**config.mk**
```make
export PLATFORM = sky130hd
export DESIGN_NAME = egg_count_ctrl
export DESIGN_NICKNAME = d
export VERILOG_FILES = /design/src/rtl/egg_count_ctrl.sv
export SDC_FILE = /design/constraint.sdc
export NUM_CORES = 1
export LEC_CHECK = 0
export CORE_AREA = 4 4 67 69
export CTS_CLUSTER_DIAMETER = 150
export DETAILED_ROUTE_END_ITERATION = 8
export DIE_AREA = 0 0 71 73
export DONT_BUFFER_PORTS = 1
export GPL_TIMING_DRIVEN = 0
export PLACE_DENSITY = 0.67
export REMOVE_ABC_BUFFERS = 1
export SETUP_SLACK_MARGIN = 0.5
export SLEW_MARGIN = 20
export SYNTH_ARGS = -nofsm -noshare
export SYNTH_HDL_FRONTEND = slang
export SYNTH_SLANG_ARGS = --single-unit
export TNS_END_PERCENT = 50
```
**constraint.sdc**
```tcl
create_clock -name clk -period 2.2 [get_ports clk]
set_input_delay 0.44 -clock clk [delete_from_list [all_inputs] [get_ports clk]]
set_output_delay 0.44 -clock clk [all_outputs]
set_load 0.02 [all_outputs]
```
**src/rtl/egg_count_ctrl.sv**
```systemverilog
// rtl/egg_count_ctrl.sv - debounced take/add egg counter with empty-tray auto-refill
module egg_count_ctrl #(
    parameter int MAX_EGGS   = 4,
    parameter int DEB_CYC    = 20,
    parameter int REFILL_CYC = 3000
) (
    input  logic       clk,
    input  logic       rst,
    input  logic       key_take,
    input  logic       key_add,
    output logic [2:0] num,
    output logic       empty,
    output logic       full,
    output logic       refill
);

    localparam int DW = (DEB_CYC > 1) ? $clog2(DEB_CYC) : 1;
    localparam int TW = (REFILL_CYC > 1) ? $clog2(REFILL_CYC) : 1;
    localparam logic [2:0]    MAX_NUM  = 3'(MAX_EGGS);
    localparam logic [DW-1:0] DEB_LAST = DW'(DEB_CYC - 1);
    localparam logic [TW-1:0] TMR_LAST = TW'(REFILL_CYC - 1);

    typedef enum logic [1:0] {
        NORMAL     = 2'd0,
        EMPTY_WAIT = 2'd1,
        REFILL     = 2'd2
    } state_t;

    logic [1:0] keys;
    logic [1:0] press;

    assign keys = {key_add, key_take};

    // Per key: 2-FF synchronizer, stable-window debounce, registered rising-edge pulse.
    for (genvar g = 0; g < 2; g++) begin : g_key
        logic          s1, s2, deb, deb_d, pulse;
        logic [DW-1:0] cnt;

        always_ff @(posedge clk) begin
            if (!rst) begin
                s1    <= 1'b0;
                s2    <= 1'b0;
                deb   <= 1'b0;
                deb_d <= 1'b0;
                pulse <= 1'b0;
                cnt   <= '0;
            end else begin
                s1    <= keys[g];
                s2    <= s1;
                deb_d <= deb;
                pulse <= deb & ~deb_d;
                if (s2 == deb) begin
                    cnt <= '0;
                end else if (cnt == DEB_LAST) begin
                    deb <= s2;
                    cnt <= '0;
                end else begin
                    cnt <= cnt + 1'b1;
                end
            end
        end

        assign press[g] = pulse;
    end

    logic take, add;
    assign take = press[0] & ~press[1];
    assign add  = press[1] & ~press[0];

    state_t        state, state_next;
    logic [TW-1:0] timer, timer_next;
    logic [2:0]    num_next;
    logic          refill_next;

    always_ff @(posedge clk) begin
        if (!rst) begin
            state  <= NORMAL;
            timer  <= '0;
            num    <= MAX_NUM;
            empty  <= 1'b0;
            full   <= 1'b1;
            refill <= 1'b0;
        end else begin
            state  <= state_next;
            timer  <= timer_next;
            num    <= num_next;
            empty  <= (num_next == 3'd0);
            full   <= (num_next == MAX_NUM);
            refill <= refill_next;
        end
    end

    // An add on the timeout cycle takes priority over the refill.
    always_comb begin
        state_next = state;
        case (state)
            NORMAL:     if (take && num == 3'd1) state_next = EMPTY_WAIT;
            EMPTY_WAIT: begin
                if (add)                     state_next = NORMAL;
                else if (timer == TMR_LAST)  state_next = REFILL;
            end
            REFILL:     state_next = NORMAL;
            default:    state_next = NORMAL;
        endcase
    end

    always_comb begin
        num_next    = num;
        refill_next = 1'b0;
        timer_next  = '0;
        case (state)
            NORMAL, EMPTY_WAIT: begin
                if (take && num != 3'd0)         num_next = num - 3'd1;
                else if (add && num != MAX_NUM)  num_next = num + 3'd1;
                if (state == EMPTY_WAIT && state_next == EMPTY_WAIT)
                    timer_next = timer + 1'b1;
            end
            REFILL: begin
                num_next    = MAX_NUM;
                refill_next = 1'b1;
            end
            default: num_next = MAX_NUM;
        endcase
    end

endmodule
```
==> reports/results.ini <==
[sta]
fmax_mhz=595.3
worstMarginPinSlew_ps=465.9
relSlewSlack=0.6890
post-route-min-period_ps=1680
finalSetupTns_ps=0
drv_slew=0
hold_viol=0
post-route-period-util=0.7636
setup_viol=0
skew_ps=9.629
grt_setup_unrepaired=true

[logic_synthesis]
yosysTopAreaCellShare=0.4741
seq_area_frac_synth=0.4741
synth-seq-cells=40
ys_warn_count=0
synth-main-ff-cell=dfxtp_1
yosysMostFrequentCell=dfxtp_1
synth-edff-count=0
avgSynthCellArea_um2=9.489
ys_top_cells_by_area=dfxtp_1 (47%), nor2_1 (6.0%), ha_1 (5.2%)
synthCells=178
synth.distinct_cells=35
synth_area_um2=1689
synth_common_cells=dfxtp_1 (40), nor2_1 (27), nand3_1 (13)
yosysTopAreaCell=dfxtp_1
ys_async_sr_fraction=0

[critical_path]
end_kind=register
reg2regPathDepth=6
worstPathArrival_ps=1870
critPathKind=reg -> reg
timing.critical_path.from_type=register
worstPathMaxFanout=6
critPathRequiredTime_ps=2390

[drt]
firstDrtPassIters=4
wl_per_cell_um=12.31
drtIter0Drc=45
routed_via_density=5.115
routed-via-count=1197
drc_errors=0
detail_route.wirelength_um=2881
ant_nets=0

[job]
drv_cap=0

[clocking]
clock_latency_ps=290
clock-sinks=40
cts_hold_buf=0
numCtsBuffers=5
cts_tree=built
clockBufferDepth=2
htreeDepth=2
clkTransAtPathRegs_ps=80
cts-root-buf=clkbuf_8

[die]
die_width_um=71
pin_count=10
fp.coreArea_um2=3914
dieArea_um2=5183
start_util=0.4316
rows=23
fp.dieH_um=73

[placed_design]
finalWeightedCongestion=0.7332
io_buffers=0
place_hpwl_um=2051
dp_cells=225

[cells_and_area]
area_delta_synth_final_pct=12.07
n_fill_cell=370
final_cells=234
drive_gt1_frac=0.1087
num-nets-final=194
diodes=0

[grt]
grt_pass1_wl_um=5078
grt_pass1_vias=1225
track_usage=0.1253
antenna_found_initial=0
overflow=0
grt_max_degree=14

[worst_hold_path]
min_path_type=in -> reg
whs_path_depth=1

[power_and_ir_drop]
p_leak_nw=0.6747
ir_worst_vdd_mv=0.3581
powerDensity_nw_per_um2=698.8

[run_status]
status=complete, no violations

## power by group
part           switching (mW)  leakage (nW)  internal (mW)  total (mW)
combinational         0.00587         0.295        0.00490      0.0108
clock                   0.248        0.0552          0.336       0.585
sequential            0.00201         0.325          0.725       0.727
## worst max-delay path, cell delays in order (launching register included)
cell	delay, ps
dfxtp_4	420
inv_2	80
ha_4	180
or4b_1	460
a21o_1	200
or3b_2	210
nor3_2	30
## per-layer routing
layer  GRT usage  part of all wire  vias up
li1            -                 -      605
met1      0.1304              0.43      557
met3     0.04959             0.045       13
met2      0.2142              0.49       22
met5           0                 0        -
met4     0.07307             0.037        0
## cell usage in the layout (no fill, tap or decap), types with 2 or more instances in the layout
master    instances
xnor2_1          10
nor3_1            3
or4b_1            2
and2_1            7
dfxtp_4           2
nor4bb_1          2
dfxtp_1          38
ha_1              6
nand3_1          13
mux2i_1           3
inv_1             6
nand4_1           2
or3b_4            2
nand2b_1          4
xor2_1            9
nor2_1           27
nor2b_1           9
clkbuf_8          5
nand2_1           9
## cell families after synthesis
kind of cell	Yosys count	share of synthesized area
mux	3	0.01778
compound gates	9	0.03482
xor+xnor	19	0.09852
fa+ha+maj	7	0.05185
simple gates	89	0.2911
buf+inv	11	0.03184
flops	40	0.4741
## state kept, by name, indices dropped and copies added, names as in the netlist
name         cells
empty            1
g_key.s1         2
timer           12
g_key.pulse      2
g_key.deb        2
g_key.deb_d      2
state            2
g_key.s2         2
g_key.cnt       10
refill           1
num              3
full             1
## timing repair
item	4_1_cts	5_1_grt
setup buffers	1	0
gates resized for setup	13	2
setup endpoints to repair	5	6
pin swaps	2	2
## area by class of cell
cell class,count,area [um^2],area share
multi-input cells,127,874.6,0.4620
flip-flops and latches,40,808.3,0.4270
inverters,8,32.53,0.01718
repair buffers,1,7.507,0.003966
clock inverters,2,35.03,0.01851
well taps,50,62.56,0.03305
clock buffers,6,72.57,0.03833
## final timing paths
| check | start | endpoint | slack, ps |
|---|---|---|---|
| worst max register to register | num[1] | empty | 520 |
| worst min register to register | g_key[1].deb_d | g_key[1].pulse | 380 |
| worst min-delay path | rst | g_key[1].s1 | 270 |
| worst max-delay path | num[1] | empty | 520 |
## per-stage QoR
| step | worst slack (ps) | hold slack (ps) | area [um^2] | power, mW | util |
|---|---|---|---|---|---|
| after global routing | 479.2 | 249.7 | 1893 | 1.380 | 0.4837 |
| final | 520.2 | 268.3 | 1893 | 1.323 | 0.4837 |
| after detailed placement | 65.97 | 374.3 | 1728 | 0.7572 | 0.4415 |
| after CTS | 516.7 | 253.6 | 1888 | 1.340 | 0.4824 |
| after floorplan | 316.1 | 367.4 | 1665 | 0.7551 | - |
| after global placement | 126.5 | 372.2 | 1728 | 0.7562 | 0.4415 |
Note: power is estimated with default switching activity, not from simulation.
